<file path="src/rtl/ecc_apb_pkg.sv">
// Shared definitions for the ECC register bank APB path: FSM encoding and register map.
package ecc_apb_pkg;

    // Default bus geometry of the register bank
    localparam int unsigned AMBA_WORD_DEF       = 32;
    localparam int unsigned AMBA_ADDR_WIDTH_DEF = 20;
    localparam int unsigned TIMEOUT_CYCLES_DEF  = 16;

    // Initiator transfer phases
    typedef enum logic [1:0] {
        ST_IDLE   = 2'd0,
        ST_SETUP  = 2'd1,
        ST_ACCESS = 2'd2,
        ST_RESP   = 2'd3
    } apb_state_e;

    // ECC register bank offsets
    localparam int unsigned REG_CTRL           = 32'h0;
    localparam int unsigned REG_DATA_IN        = 32'h4;
    localparam int unsigned REG_CODEWORD_WIDTH = 32'h8;
    localparam int unsigned REG_NOISE          = 32'hC;

endpackage : ecc_apb_pkg

</file>
<file path="src/rtl/apb_cmd_initiator_if.sv">
// Command/response port plus APB bus of the command initiator.
interface apb_cmd_initiator_if #(
    parameter int unsigned AMBA_WORD       = 32,
    parameter int unsigned AMBA_ADDR_WIDTH = 20
);

    // Command channel
    logic                       cmd_valid;
    logic                       cmd_ready;
    logic                       cmd_write;
    logic [AMBA_ADDR_WIDTH-1:0] cmd_addr;
    logic [AMBA_WORD-1:0]       cmd_wdata;

    // Response channel
    logic                       rsp_valid;
    logic                       rsp_ready;
    logic [AMBA_WORD-1:0]       rsp_rdata;
    logic                       rsp_err;

    // APB bus
    logic                       PSEL;
    logic                       PENABLE;
    logic                       PWRITE;
    logic [AMBA_ADDR_WIDTH-1:0] PADDR;
    logic [AMBA_WORD-1:0]       PWDATA;
    logic [AMBA_WORD-1:0]       PRDATA;
    logic                       PREADY;
    logic                       PSLVERR;

    // Status
    logic                       busy;

    // Initiator side
    modport master (
        input  cmd_valid, cmd_write, cmd_addr, cmd_wdata,
        input  rsp_ready,
        input  PRDATA, PREADY, PSLVERR,
        output cmd_ready,
        output rsp_valid, rsp_rdata, rsp_err,
        output PSEL, PENABLE, PWRITE, PADDR, PWDATA,
        output busy
    );

    // Sequencer + register bank side
    modport slave (
        output cmd_valid, cmd_write, cmd_addr, cmd_wdata,
        output rsp_ready,
        output PRDATA, PREADY, PSLVERR,
        input  cmd_ready,
        input  rsp_valid, rsp_rdata, rsp_err,
        input  PSEL, PENABLE, PWRITE, PADDR, PWDATA,
        input  busy
    );

endinterface : apb_cmd_initiator_if

</file>
<file path="src/rtl/apb_cmd_initiator.sv">
// APB initiator: turns single-beat valid/ready commands into APB SETUP/ACCESS
// transfers with wait states and a timeout, and returns a valid/ready response.
module apb_cmd_initiator
    import ecc_apb_pkg::*;
#(
    parameter int unsigned AMBA_WORD       = AMBA_WORD_DEF,
    parameter int unsigned AMBA_ADDR_WIDTH = AMBA_ADDR_WIDTH_DEF,
    parameter int unsigned TIMEOUT_CYCLES  = TIMEOUT_CYCLES_DEF
) (
    input  logic                 clk,
    input  logic                 rst,
    apb_cmd_initiator_if.master  bus
);

    localparam int unsigned      CNT_W    = $clog2(TIMEOUT_CYCLES + 1);
    localparam logic [CNT_W-1:0] CNT_LAST = CNT_W'(TIMEOUT_CYCLES - 1);

    // State and registered outputs
    apb_state_e                 r_state;
    logic [CNT_W-1:0]           r_cnt;
    logic                       r_psel;
    logic                       r_penable;
    logic                       r_pwrite;
    logic [AMBA_ADDR_WIDTH-1:0] r_paddr;
    logic [AMBA_WORD-1:0]       r_pwdata;
    logic                       r_rsp_valid;
    logic [AMBA_WORD-1:0]       r_rsp_rdata;
    logic                       r_rsp_err;
    logic                       r_busy;

    // Next-state values
    apb_state_e                 w_state_nxt;
    logic [CNT_W-1:0]           w_cnt_nxt;
    logic                       w_psel_nxt;
    logic                       w_penable_nxt;
    logic                       w_pwrite_nxt;
    logic [AMBA_ADDR_WIDTH-1:0] w_paddr_nxt;
    logic [AMBA_WORD-1:0]       w_pwdata_nxt;
    logic                       w_rsp_valid_nxt;
    logic [AMBA_WORD-1:0]       w_rsp_rdata_nxt;
    logic                       w_rsp_err_nxt;
    logic                       w_busy_nxt;

    // Transfer-phase qualifiers
    logic                       w_accept;
    logic                       w_done;
    logic                       w_timeout;
    logic                       w_rsp_take;

    assign w_accept   = (r_state == ST_IDLE)   && bus.cmd_valid;
    assign w_done     = (r_state == ST_ACCESS) && bus.PREADY;
    // Last allowed wait cycle with PREADY still low ends the transfer
    assign w_timeout  = (r_state == ST_ACCESS) && !bus.PREADY && (r_cnt == CNT_LAST);
    assign w_rsp_take = (r_state == ST_RESP)   && bus.rsp_ready;

    // State register
    always_ff @(posedge clk) begin
        if (rst) begin
            r_state <= ST_IDLE;
        end else begin
            r_state <= w_state_nxt;
        end
    end

    // Next-state logic
    always_comb begin
        w_state_nxt = r_state;
        case (r_state)
            ST_IDLE: begin
                if (w_accept) begin
                    w_state_nxt = ST_SETUP;
                end
            end
            ST_SETUP: begin
                w_state_nxt = ST_ACCESS;
            end
            ST_ACCESS: begin
                if (w_done || w_timeout) begin
                    w_state_nxt = ST_RESP;
                end
            end
            ST_RESP: begin
                if (w_rsp_take) begin
                    w_state_nxt = ST_IDLE;
                end
            end
            default: begin
                w_state_nxt = ST_IDLE;
            end
        endcase
    end

    // Output logic: next values of every registered output and the wait counter
    always_comb begin
        w_cnt_nxt       = r_cnt;
        w_psel_nxt      = r_psel;
        w_penable_nxt   = r_penable;
        w_pwrite_nxt    = r_pwrite;
        w_paddr_nxt     = r_paddr;
        w_pwdata_nxt    = r_pwdata;
        w_rsp_valid_nxt = r_rsp_valid;
        w_rsp_rdata_nxt = r_rsp_rdata;
        w_rsp_err_nxt   = r_rsp_err;
        w_busy_nxt      = (w_state_nxt != ST_IDLE);

        case (r_state)
            ST_IDLE: begin
                if (w_accept) begin
                    // Address phase values stay put until the response is captured
                    w_pwrite_nxt = bus.cmd_write;
                    w_paddr_nxt  = bus.cmd_addr;
                    w_pwdata_nxt = bus.cmd_wdata;
                    w_psel_nxt   = 1'b1;
                end
            end
            ST_SETUP: begin
                w_penable_nxt = 1'b1;
                w_cnt_nxt     = '0;
            end
            ST_ACCESS: begin
                if (bus.PREADY) begin
                    w_psel_nxt      = 1'b0;
                    w_penable_nxt   = 1'b0;
                    w_rsp_valid_nxt = 1'b1;
                    w_rsp_err_nxt   = bus.PSLVERR;
                    // Writes and errored reads return zero data
                    w_rsp_rdata_nxt = (r_pwrite || bus.PSLVERR) ? '0 : bus.PRDATA;
                end else begin
                    w_cnt_nxt = r_cnt + CNT_W'(1);
                    if (w_timeout) begin
                        w_psel_nxt      = 1'b0;
                        w_penable_nxt   = 1'b0;
                        w_rsp_valid_nxt = 1'b1;
                        w_rsp_err_nxt   = 1'b1;
                        w_rsp_rdata_nxt = '0;
                    end
                end
            end
            ST_RESP: begin
                if (w_rsp_take) begin
                    w_rsp_valid_nxt = 1'b0;
                end
            end
            default: begin
                w_psel_nxt      = 1'b0;
                w_penable_nxt   = 1'b0;
                w_rsp_valid_nxt = 1'b0;
            end
        endcase
    end

    // Output and counter registers; reset discards any transfer in flight
    always_ff @(posedge clk) begin
        if (rst) begin
            r_cnt       <= '0;
            r_psel      <= 1'b0;
            r_penable   <= 1'b0;
            r_pwrite    <= 1'b0;
            r_paddr     <= '0;
            r_pwdata    <= '0;
            r_rsp_valid <= 1'b0;
            r_rsp_rdata <= '0;
            r_rsp_err   <= 1'b0;
            r_busy      <= 1'b0;
        end else begin
            r_cnt       <= w_cnt_nxt;
            r_psel      <= w_psel_nxt;
            r_penable   <= w_penable_nxt;
            r_pwrite    <= w_pwrite_nxt;
            r_paddr     <= w_paddr_nxt;
            r_pwdata    <= w_pwdata_nxt;
            r_rsp_valid <= w_rsp_valid_nxt;
            r_rsp_rdata <= w_rsp_rdata_nxt;
            r_rsp_err   <= w_rsp_err_nxt;
            r_busy      <= w_busy_nxt;
        end
    end

    // Port drive; cmd_ready is the only combinational output
    assign bus.cmd_ready = (r_state == ST_IDLE);
    assign bus.PSEL      = r_psel;
    assign bus.PENABLE   = r_penable;
    assign bus.PWRITE    = r_pwrite;
    assign bus.PADDR     = r_paddr;
    assign bus.PWDATA    = r_pwdata;
    assign bus.rsp_valid = r_rsp_valid;
    assign bus.rsp_rdata = r_rsp_rdata;
    assign bus.rsp_err   = r_rsp_err;
    assign bus.busy      = r_busy;

endmodule : apb_cmd_initiator

</file>
<file path="src/flat_wrapper.sv">
// flat-port wrapper written by rule: the top's interface ports become plain ports
module apb_cmd_initiator_flat import ecc_apb_pkg::*;
#(
    parameter int unsigned AMBA_WORD       = AMBA_WORD_DEF,
    parameter int unsigned AMBA_ADDR_WIDTH = AMBA_ADDR_WIDTH_DEF,
    parameter int unsigned TIMEOUT_CYCLES  = TIMEOUT_CYCLES_DEF
)
  (clk, rst, bus_cmd_valid, bus_cmd_write, bus_cmd_addr, bus_cmd_wdata, bus_rsp_ready, bus_PRDATA, bus_PREADY, bus_PSLVERR, bus_cmd_ready, bus_rsp_valid, bus_rsp_rdata, bus_rsp_err, bus_PSEL, bus_PENABLE, bus_PWRITE, bus_PADDR, bus_PWDATA, bus_busy);
  apb_cmd_initiator_if #(.AMBA_WORD(AMBA_WORD), .AMBA_ADDR_WIDTH(AMBA_ADDR_WIDTH)) bus_i ();
  input  logic clk;
  input  logic rst;
  input wire logic [$bits(bus_i.cmd_valid)-1:0] bus_cmd_valid;
  input wire logic [$bits(bus_i.cmd_write)-1:0] bus_cmd_write;
  input wire logic [$bits(bus_i.cmd_addr)-1:0] bus_cmd_addr;
  input wire logic [$bits(bus_i.cmd_wdata)-1:0] bus_cmd_wdata;
  input wire logic [$bits(bus_i.rsp_ready)-1:0] bus_rsp_ready;
  input wire logic [$bits(bus_i.PRDATA)-1:0] bus_PRDATA;
  input wire logic [$bits(bus_i.PREADY)-1:0] bus_PREADY;
  input wire logic [$bits(bus_i.PSLVERR)-1:0] bus_PSLVERR;
  output wire logic [$bits(bus_i.cmd_ready)-1:0] bus_cmd_ready;
  output wire logic [$bits(bus_i.rsp_valid)-1:0] bus_rsp_valid;
  output wire logic [$bits(bus_i.rsp_rdata)-1:0] bus_rsp_rdata;
  output wire logic [$bits(bus_i.rsp_err)-1:0] bus_rsp_err;
  output wire logic [$bits(bus_i.PSEL)-1:0] bus_PSEL;
  output wire logic [$bits(bus_i.PENABLE)-1:0] bus_PENABLE;
  output wire logic [$bits(bus_i.PWRITE)-1:0] bus_PWRITE;
  output wire logic [$bits(bus_i.PADDR)-1:0] bus_PADDR;
  output wire logic [$bits(bus_i.PWDATA)-1:0] bus_PWDATA;
  output wire logic [$bits(bus_i.busy)-1:0] bus_busy;
  assign bus_i.cmd_valid = bus_cmd_valid;
  assign bus_i.cmd_write = bus_cmd_write;
  assign bus_i.cmd_addr = bus_cmd_addr;
  assign bus_i.cmd_wdata = bus_cmd_wdata;
  assign bus_i.rsp_ready = bus_rsp_ready;
  assign bus_i.PRDATA = bus_PRDATA;
  assign bus_i.PREADY = bus_PREADY;
  assign bus_i.PSLVERR = bus_PSLVERR;
  assign bus_cmd_ready = bus_i.cmd_ready;
  assign bus_rsp_valid = bus_i.rsp_valid;
  assign bus_rsp_rdata = bus_i.rsp_rdata;
  assign bus_rsp_err = bus_i.rsp_err;
  assign bus_PSEL = bus_i.PSEL;
  assign bus_PENABLE = bus_i.PENABLE;
  assign bus_PWRITE = bus_i.PWRITE;
  assign bus_PADDR = bus_i.PADDR;
  assign bus_PWDATA = bus_i.PWDATA;
  assign bus_busy = bus_i.busy;
  apb_cmd_initiator #(.AMBA_WORD(AMBA_WORD), .AMBA_ADDR_WIDTH(AMBA_ADDR_WIDTH), .TIMEOUT_CYCLES(TIMEOUT_CYCLES)) u_core (.clk(clk), .rst(rst), .bus(bus_i));
endmodule
</file>
<file path="config.mk">
export PLATFORM = sky130hd
export DESIGN_NAME = apb_cmd_initiator_flat
export DESIGN_NICKNAME = d
export VERILOG_FILES = /design/src/rtl/ecc_apb_pkg.sv /design/src/rtl/apb_cmd_initiator_if.sv /design/src/rtl/apb_cmd_initiator.sv /design/src/flat_wrapper.sv
export SDC_FILE = /design/constraint.sdc
export NUM_CORES = 1
export LEC_CHECK = 0
export BUFFER_PORTS_ARGS = -buffer_cell sky130_fd_sc_hd__buf_2
export CORE_UTILIZATION = 36
export CTS_CLUSTER_SIZE = 24
export DETAILED_ROUTE_END_ITERATION = 7
export SLEW_MARGIN = 5
export SYNTH_ARGS = -nofsm -noshare
export SYNTH_HDL_FRONTEND = slang
export SYNTH_SLANG_ARGS = --single-unit
export TNS_END_PERCENT = 10
</file>
<file path="constraint.sdc">
create_clock -name clk -period 2.1 [get_ports clk]
set_input_delay 0 -clock clk [delete_from_list [all_inputs] [get_ports clk]]
set_output_delay 0 -clock clk [all_outputs]
set_load 0.03 [all_outputs]
</file>
# Word-level counts from Yosys, hierarchy flattened
# Index checks and enable logic that the tools add are counted.
[word_totals]
out_inout_bits = 91
register_bits = 97
elab_cells = 59
in_bits = 91
[classes]
mux = 19
eq_ne = 8
add_sub_neg = 1
reduce_logical = 20
[op_table]
columns = ["operator", "count"]
rows = [
  ["32-bit two-way mux", 3],
  ["5-bit case mux with 2 select lines", 1],
  ["2-bit nonzero test", 5],
  ["2-bit case mux with 4 select lines", 1],
  ["2-bit AND reduction", 4],
  ["1-bit two-way mux", 7],
  ["2-bit two-way mux", 3],
  ["1-bit case mux with 2 select lines", 3],
  ["3-bit AND reduction", 2],
  ["5-bit by 1-bit adder with 5-bit output (second input constant)", 1],
  ["5-bit by 4-bit equality test with 1-bit output (second input constant)", 1],
  ["1-bit logical AND", 5],
  ["5-bit two-way mux", 1],
  ["2-bit equality test (second input constant)", 2],
  ["2-bit by 1-bit inequality test with 1-bit output (second input constant)", 2],
  ["3-bit by 2-bit inequality test with 1-bit output (second input constant)", 1],
  ["2-bit by 1-bit equality test with 1-bit output (second input constant)", 1],
  ["2-bit zero test", 1],
  ["1-bit logical OR", 2],
  ["2-bit inequality test (second input constant)", 1],
  ["1-bit zero test", 1],
]

# Depth between registers and ports, before layout
# Gate-level depths: netlist (run 1).
[logic_depth]
depth_word = 7
mapped_depth = 8
mapped_depth_nobuf = 6

# Worst setup path before layout (run 1)
# Ideal clock, no wire load.
[synth_timing]
kind = "register to register"
start = "register u_core.r_cnt[0]"
end = "register u_core.r_rsp_valid (netlist: u_core.bus.rsp_valid)"
n_path_buf = 0
setup_time_ps = 57
period_less_slack_ps = 1676
slack_ps = 424
stages_incl_launch_ff = 7
arrival_ps = 1619
required_time_ps = 2043
path_cell_list = "dfxtp_1 ha_1 and3_1 ha_1 or3b_2 a21oi_1 o21ba_2"
[synth_via]
elab_chain_cells = 4
[synth_rtl]
columns = ["item", "line", "rtl"]
rows = [
  ["start: declaration", "apb_cmd_initiator.sv:20", "logic [CNT_W-1:0] r_cnt;"],
  ["start signal: assignment", "apb_cmd_initiator.sv:166", "r_cnt <= w_cnt_nxt;"],
  ["5-bit by 4-bit equality test with 1-bit output", "apb_cmd_initiator.sv:53", "assign w_timeout = (r_state == ST_ACCESS) && !bus.PREADY && (r_cnt == CNT_LAST);"],
  ["1-bit logical AND", "apb_cmd_initiator.sv:53", ""],
  ["3-bit by 2-bit inequality test with 1-bit output (no source line)", "n/a", ""],
  ["3-bit AND reduction (no source line)", "n/a", ""],
  ["end signal: assignment", "apb_cmd_initiator.sv:172", "r_rsp_valid <= w_rsp_valid_nxt;"],
  ["end: declaration", "apb_cmd_initiator.sv:26", "logic r_rsp_valid;"],
]
# No other way between the ends.
# A chain may end at the register's enable or synchronous reset.

# Worst setup path after layout (run 1)
# Same ends and word-level chain as after synthesis.

==> results of run 1 <==
per-stage QoR:
step           total power [mW]  setup WS (ps)
3_5_place_dp               2.80            318
6_report                   3.93            281
2_1_floorplan              2.53            424
5_1_grt                    4.16            183
3_3_place_gp               2.79            341
4_1_cts                    3.98            276
worst max-delay path, delay by kind of cell, from the launching register on:
| kind | cells | cell delay (ps) |
|---|---|---|
| DFF | 1 | 350 |
| and+or+nand+nor | 2 | 640 |
| AOI/OAI and AO/OA | 2 | 300 |
| adders and majority gates | 2 | 470 |
per-layer routing:
metal	GRT usage, %	share of wire, %	vias to the layer above
li1	-	-	1899
met3	4.99	7.0	11
met2	32.5	48	126
met4	6.34	1.2	0
met5	0	0	-
met1	22.0	44	1702
final timing paths:
check / start / to / cells after the start
max reg2reg: u_core.r_cnt[0] / u_core.bus.rsp_valid / 6
min reg2reg: u_core.bus.PWDATA[6] / u_core.bus.PWDATA[6] / 2
max: u_core.r_cnt[0] / u_core.bus.rsp_valid / 6
min: bus_rsp_ready / u_core.bus.rsp_valid / 3
cell usage in the layout, fill, tap and decap left out, types with 2 or more instances in the layout:
cell,n
buf_2,180
o21ba_2,2
ha_1,7
clkbuf_1,2
buf_4,7
a22oi_2,30
inv_1,7
clkinvlp_4,3
dfxtp_1,97
nand2b_1,2
nor2b_1,2
a22oi_1,3
nor2_1,7
nor3_1,2
clkbuf_8,9
or2_2,2
buf_12,3
a21oi_1,63
a21o_1,2
nor2_2,30
nand2_1,108
o21ai_0,7
dlygate4sd3_1,86
cell type report:
type / count / area, um2 / share of cell area [%]
Sequential cell: 97 / 1940 / 33.2
Clock buffer: 11 / 131 / 2.25
Inverter: 7 / 26.3 / 0.450
Tap cell: 136 / 170 / 2.91
Multi-Input combinational cell: 281 / 1670 / 28.5
Clock inverter: 4 / 31.3 / 0.535
Timing Repair Buffer: 276 / 1870 / 32.1
cells by family after synthesis:
| family | synth area share (%) |
|---|---|
| and+or+nand+nor | 19.2 |
| buffers and inverters | 6.16 |
| adders and majority gates | 2.29 |
| DFF | 50.9 |
| AOI/OAI and AO/OA | 21.5 |
power by group:
group / leakage, nW / total [mW] / switching, mW / internal (mW)
registers: 0.791 / 2.00 / 0.0539 / 1.94
logic: 1.72 / 0.891 / 0.536 / 0.355
clock network: 0.0716 / 1.04 / 0.614 / 0.427
total: 2.58 / 3.93 / 1.20 / 2.72
registers in the layout (all words and copies together), names as in the netlist:
signal                flops
u_core.bus.PWDATA        32
u_core.bus.rsp_rdata     32
u_core.bus.PADDR         20
u_core.r_cnt              5
u_core.r_state            2
u_core.bus.PENABLE        1
u_core.bus.PSEL           1
u_core.bus.PWRITE         1
u_core.bus.busy           1
u_core.bus.rsp_err        1
u_core.bus.rsp_valid      1
==> reports/metrics.cfg, run 1 <==
[synth]
netlist_area_um2=3820
synth_top_area_cell=dfxtp_1
ys_seq_area_share_pct=50.9
synth_common_cells=nand2_1, dfxtp_1, a21oi_1, a22oi_2, nor2_2
synth_nets=514
netlist_instances=416
yosys.area.top_type_share_pct=50.9
yosys_register_bits=97
ys_warn_count=0
ys.flop_type=dfxtp_1
syn_area_per_cell_um2=9.18
synth.most_common_cell=nand2_1
synth_cell_types=33
synth_area_leaders=dfxtp_1, nand2_1, a22oi_2
synth_edf_count=0
async_flop_share_pct=0

[layout]
final_area_um2=5840
final_core_util_pct=56.6
fin_cells=812
area_delta_synth_final_pct=53.0
antenna_cells=0
layout.nets=770
drive_above_1_share_pct=40.2
num-fill-cells=937

[sta]
fin_hold_ws_ps=63.2
worst_pin_slew_ps=414
setup_tns_ps=0
hold_viol_final=0
maxSlewHeadroom_pct=72.4
rsz0062_at_grt=false
setup_violations=0
fin_crit_sh_pct=86.6
fmax_mhz=550
fin_crit_ps=1820
skew_ps=15.5
drv_slew=0

[place]
place.gp.congestion=0.723
numPortBuffers=181
place_hpwl_um=6350
placed_area_um2=4820
place_inst=711

[detailed_routing]
vias=3738
ant_nets=0
drt_pre_antenna_iters=4
route.detailed.drc=0
viasPerCell=4.60
wl_per_cell_um=12.6
drtIter0Drc=231
drt_wl_total_um=10300

[worst_setup_path]
crit_slowest_cell=or3b_2
crit_top_cell=ha_1
crit_path_max_fanout=4
crit_path_start_kind=flop
worstPathRequired_ps=2390
max_stage_delay_ps=450
cp-end-kind=flop
crit_chain=ha_1, and3_1, ha_1, or3b_2, a21oi_1, o21ba_2
arrival_ps=2110
critical_path_class=reg -> reg
regToRegSetupSlack_ps=280

[global_routing]
grt-ovfl-total=0
grt_util_all_layers_pct=18.6
first_global_vias=3667
grt_max_degree=47
grt_pass1_wl_um=16800
antenna_found_initial=0

[floorplanning]
die_w_um=105
start_util_pct=37.0
core_area_um2=10300
die_h_um=105
dieArea_um2=11000
rows=37
ios=182

[power]
power_density_nw_per_um2=672
p_leak_nw=2.58
vdd_drop_max_mv=0.372

[cts]
cts_max_level=3
clk_latency_ps=350
cts_sinks=97
clock_path_buffers=2
cts_setup_buffers=0
numCtsBuffers=9
root_buffer=clkbuf_8
cts.clk_slew.worst_paths_ps=100
cts_resized=0
cts_tree=built
hold_buffers=86

[job]
cap_violations=0

[hold_path]
min_path_type=in -> reg

[run_status]
status=complete, no violations

Note: power is estimated with default switching activity, not from simulation.
==> run 2, diff against run 1 <==
--- a/config.mk
+++ b/config.mk
@@ -6,9 +6,13 @@
 export NUM_CORES = 1
 export LEC_CHECK = 0
 export BUFFER_PORTS_ARGS = -buffer_cell sky130_fd_sc_hd__buf_2
-export CORE_UTILIZATION = 36
+export CELL_PAD_IN_SITES_DETAIL_PLACEMENT = 0
+export CELL_PAD_IN_SITES_GLOBAL_PLACEMENT = 2
+export CORE_UTILIZATION = 26
 export CTS_CLUSTER_SIZE = 24
 export DETAILED_ROUTE_END_ITERATION = 7
+export MAX_ROUTING_LAYER = met4
+export PLACE_DENSITY_LB_ADDON = 0.1
 export SLEW_MARGIN = 5
 export SYNTH_ARGS = -nofsm -noshare
 export SYNTH_HDL_FRONTEND = slang
==> constraint.sdc (replaced) <==
create_clock -name clk -period 2.1 [get_ports clk]
set_input_delay 0.21 -clock clk [delete_from_list [all_inputs] [get_ports clk]]
set_output_delay 0.21 -clock clk [all_outputs]
set_load 0.03 [all_outputs]
==> run 2 against run 1 <==
Net effect:
- design area fell by 11%
- flip-flop and latch count did not move
- register-to-register slack improved by 20 ps
- sequential share of layout area rose by 4.1 points
- combinational power fell by 12%
- clock power rose by 51%
- core utilization fell by 20 points
- non-clock buffer count fell by 86
- worst setup slack improved by 17 ps
- count of clock-buffer cells in the layout rose by 2
- total power rose by 11%
- worst hold slack improved by 39 ps
- highest routed layer unchanged
==> reports/metrics.cfg, run 2 (synthesized netlist as in run 1, its figures left out) <==
[hold_path]
min_path_type=in -> reg

[detailed_routing]
ant_nets=0
drt_wl_total_um=10200
wl_per_cell_um=13.2
drtIter0Drc=85
route.detailed.drc=0
viasPerCell=4.37
vias=3373
drt_pre_antenna_iters=4

[sta]
maxSlewHeadroom_pct=76.6
setup_violations=0
setup_ws_ps=298
fin_hold_ws_ps=103
setup_tns_ps=0
drv_slew=0
fin_crit_ps=1800
worst_pin_slew_ps=351
fmax_mhz=555
fin_crit_sh_pct=85.8
skew_ps=9.08
rsz0062_at_grt=false
hold_viol_final=0

[global_routing]
first_global_vias=3252
grt_max_degree=54
grt_pass1_wl_um=15500
antenna_found_initial=0
grt-ovfl-total=0
grt_util_all_layers_pct=13.6

[power]
swShare_pct=28.7
totalPowerFinal_mw=4.35
power_density_nw_per_um2=836
p_int_mw=3.10
switchingPower_mw=1.25
clock_power_share_pct=36.1
seq_power_share_pct=45.9
pwr-share-comb_pct=18.0
vdd_drop_max_mv=0.315
p_leak_nw=2.30

[run_status]
status=complete, no violations

[worst_setup_path]
worstPathRequired_ps=2390
crit_path_start_kind=flop
critical_path_class=reg -> reg
cp-end-kind=flop
crit_path_max_fanout=4
arrival_ps=2090

[floorplanning]
core_area_um2=14100
die_w_um=123
rows=43
dieArea_um2=15200
die_h_um=123
start_util_pct=27.1
ios=182

[cts]
clock_path_buffers=2
cts_setup_buffers=0
cts_tree=built
root_buffer=clkbuf_16
hold_buffers=0
cts_sinks=97
cts_max_level=3
clk_latency_ps=340
cts.clk_slew.worst_paths_ps=60
cts_resized=0
numCtsBuffers=9

[layout]
final_cell_mix=buf_2, nand2_1, dfxtp_1
mostFrequentLayoutCell=buf_2
fin_cells=771
area_delta_synth_final_pct=36.1
drive_above_1_share_pct=46.3
layout.nets=684

[job]
cap_violations=0

[place]
place_hpwl_um=7030
place_ws_ps=316
place_inst=755
place.gp.congestion=0.717
numPortBuffers=181

==> run 2: changes by cell type in the layout (fill, tap and decap cells not counted), moves of 2 or more <==
cell	change
clkbuf_16	+9
dlygate4sd3_1	-86
clkbuf_8	-6
buf_12	+3
clkinvlp_4	-2
buf_4	-3
==> run 2: area by class of cell <==
cell class                      instances  area, um2
Clock inverter                          2       12.5
Fill cell                            1511       8900
Sequential cell                        97       1940
Multi-Input combinational cell        281       1670
Inverter                                7       26.3
Timing Repair Buffer                  190       1050
Clock buffer                           13        270
Antenna cell                            1       2.50
Tap cell                              180        225
==> run 2: layer usage <==
layer | vias up | wire, um | global-route usage (%)
met5 | - | 0 | -
li1 | 1730 | - | -
met4 | 0 | 143 | 5.65
met2 | 117 | 4600 | 21.2
met3 | 9 | 846 | 4.38
met1 | 1517 | 4600 | 16.2
==> run 2: power groups by stage <==
stage	Combinational, mW	Sequential (mW)	Clock, mW
3_3_place_gp	0.797	2.03	0
4_1_cts	0.800	2.00	1.66
3_5_place_dp	0.798	2.04	0
6_report	0.783	2.00	1.57
5_1_grt	0.860	2.01	1.72
2_1_floorplan	0.303	2.23	0
==> run 2: path summary, 6_finish.rpt <==
check / from / end / slack (ps) / depth (start not counted)
setup reg to reg: u_core.r_cnt[0] / u_core.bus.rsp_valid / 300 / 6
setup / recovery: u_core.r_cnt[0] / u_core.bus.rsp_valid / 300 / 6
hold / removal: bus_cmd_wdata[0] / u_core.bus.PWDATA[0] / 100 / 3
hold reg to reg: u_core.bus.PADDR[18] / u_core.bus.PADDR[18] / 450 / 2
==> run 2: worst max-delay path: stages (launching register included) <==
cell,delay [ps]
dfxtp_1,330
ha_1,230
and3_1,190
ha_1,240
or3b_2,450
a21oi_1,160
o21ba_2,150
==> run 2: through the flow <==
stage | area [um2] | utilization, %
2_1_floorplan | 3820 | -
3_3_place_gp | 4910 | 34.8
3_5_place_dp | 4910 | 34.8
4_1_cts | 5190 | 36.9
5_1_grt | 5190 | 36.9
6_report | 5200 | 36.9
==> run 3, diff against run 2 <==
--- a/config.mk
+++ b/config.mk
@@ -13,6 +13,7 @@
 export DETAILED_ROUTE_END_ITERATION = 7
 export MAX_ROUTING_LAYER = met4
 export PLACE_DENSITY_LB_ADDON = 0.1
+export RECOVER_POWER = 50
 export SLEW_MARGIN = 5
 export SYNTH_ARGS = -nofsm -noshare
 export SYNTH_HDL_FRONTEND = slang
==> run 3 against run 2 <==
Net effect:
- combinational power down 3.7%
- core utilization down 0.81 points
- non-clock buffer count unchanged
- die area unchanged
- first-iteration DRC count up 4.7%
- cell count unchanged
- largest power group unchanged
==> reports/metrics.cfg, run 3 (synthesized netlist as in run 1, its figures left out) <==
[run_status]
status=complete, no violations

[floorplanning]
start_util_pct=27.1
rows=43
die_h_um=123
die_w_um=123
core_area_um2=14100
ios=182
dieArea_um2=15200

[layout]
area_delta_synth_final_pct=33.1
final_core_util_pct=36.1
fin_cells=771
drive_above_1_share_pct=30.8
layout.nets=684
final_cell_mix=nand2_1, dfxtp_1, clkbuf_1
mostFrequentLayoutCell=nand2_1

[sta]
fin_crit_sh_pct=85.8
fin_crit_ps=1800
setup_ws_ps=298
maxSlewHeadroom_pct=71.2
setup_tns_ps=0
drv_slew=0
rsz0062_at_grt=false
fmax_mhz=555
worst_pin_slew_ps=434
setup_violations=0
hold_viol_final=0
skew_ps=5.51

[global_routing]
use_met2_pct=21.2
grt-ovfl-total=0
grt_pass1_wl_um=15500
grt_max_degree=54
antenna_found_initial=0
gr-usage-met1_pct=16.2
met3_usage_pct=4.38
grt_busiest_layer=met2
first_global_vias=3252
grt_util_all_layers_pct=13.6

[cts]
cts_resized=0
cts.clk_slew.worst_paths_ps=60
cts_sinks=97
hold_buffers=0
cts_tree=built
cts_setup_buffers=0
root_buffer=clkbuf_16
clk_latency_ps=340
cts_max_level=3
clock_path_buffers=2
numCtsBuffers=9

[detailed_routing]
drt_pre_antenna_iters=4
route.detailed.drc=0
viasPerCell=4.39
vias=3388
drtIter0Drc=89
drt_wl_total_um=10200
ant_nets=0
wl_per_cell_um=13.3

[hold_path]
min_path_type=in -> reg
hold_depth=3

[place]
place.gp.congestion=0.717
place_ws_ps=316
place_hpwl_um=7030
place_inst=755
numPortBuffers=181

[power]
totalPowerFinal_mw=4.33
vdd_drop_max_mv=0.314
power_density_nw_per_um2=851
p_leak_nw=1.93

[worst_setup_path]
critical_path_class=reg -> reg
crit_chain=ha_1, and3_1, ha_1, or3b_2, a21oi_1, o21ba_2
worstPathRequired_ps=2390
crit_slowest_cell=or3b_2
crit_path_start_kind=flop
reg2regPathDepth=6
arrival_ps=2090
crit_path_max_fanout=4
crit_top_cell=ha_1
max_stage_delay_ps=450
cp-end-kind=flop

[job]
cap_violations=0

-- run 3: final timing paths --
path | from | end | slack [ps]
worst max-delay path | u_core.r_cnt[0] | u_core.bus.rsp_valid | 300
worst min-delay path | bus_cmd_wdata[0] | u_core.bus.PWDATA[0] | 100
worst max register to register | u_core.r_cnt[0] | u_core.bus.rsp_valid | 300
worst min register to register | u_core.bus.PWDATA[19] | u_core.bus.PWDATA[19] | 450
-- run 3: layout make-up --
type / count / area [um2]
repair buffers: 190 / 938
clock buffers: 13 / 270
flip-flops and latches: 97 / 1940
well taps: 180 / 225
fillers: 1549 / 9010
clock inverters: 2 / 12.5
inverters: 7 / 26.3
multi-input cells: 281 / 1670
diodes: 1 / 2.50
-- run 3: stage by stage --
| step | area, um2 | hold slack [ps] |
|---|---|---|
| global route | 5080 | 92.6 |
| CTS | 5190 | 83.2 |
| finish | 5080 | 104 |
| global placement | 4910 | 440 |
| floorplan | 3820 | 346 |
| detailed placement | 4910 | 443 |
-- run 3: power breakdown --
group          internal [mW]  switching [mW]  total (mW)
combinational          0.236           0.518       0.754
clock                  0.893           0.679        1.57
sequential              1.94          0.0552        2.00
total                   3.07            1.25        4.33
-- run 3: metal layers --
metal  wire length, um  vias up
met5                 0        -
met4               141        0
met3               884        9
met2              4640      118
met1              4570     1533
li1                  -     1728
-- run 3: worst max-delay path: cells and delay by family (launching register included) --
kind / cells / cell delay [ps]
compound gates: 2 / 310
flops: 1 / 330
simple gates: 2 / 640
fa+ha+maj: 2 / 470
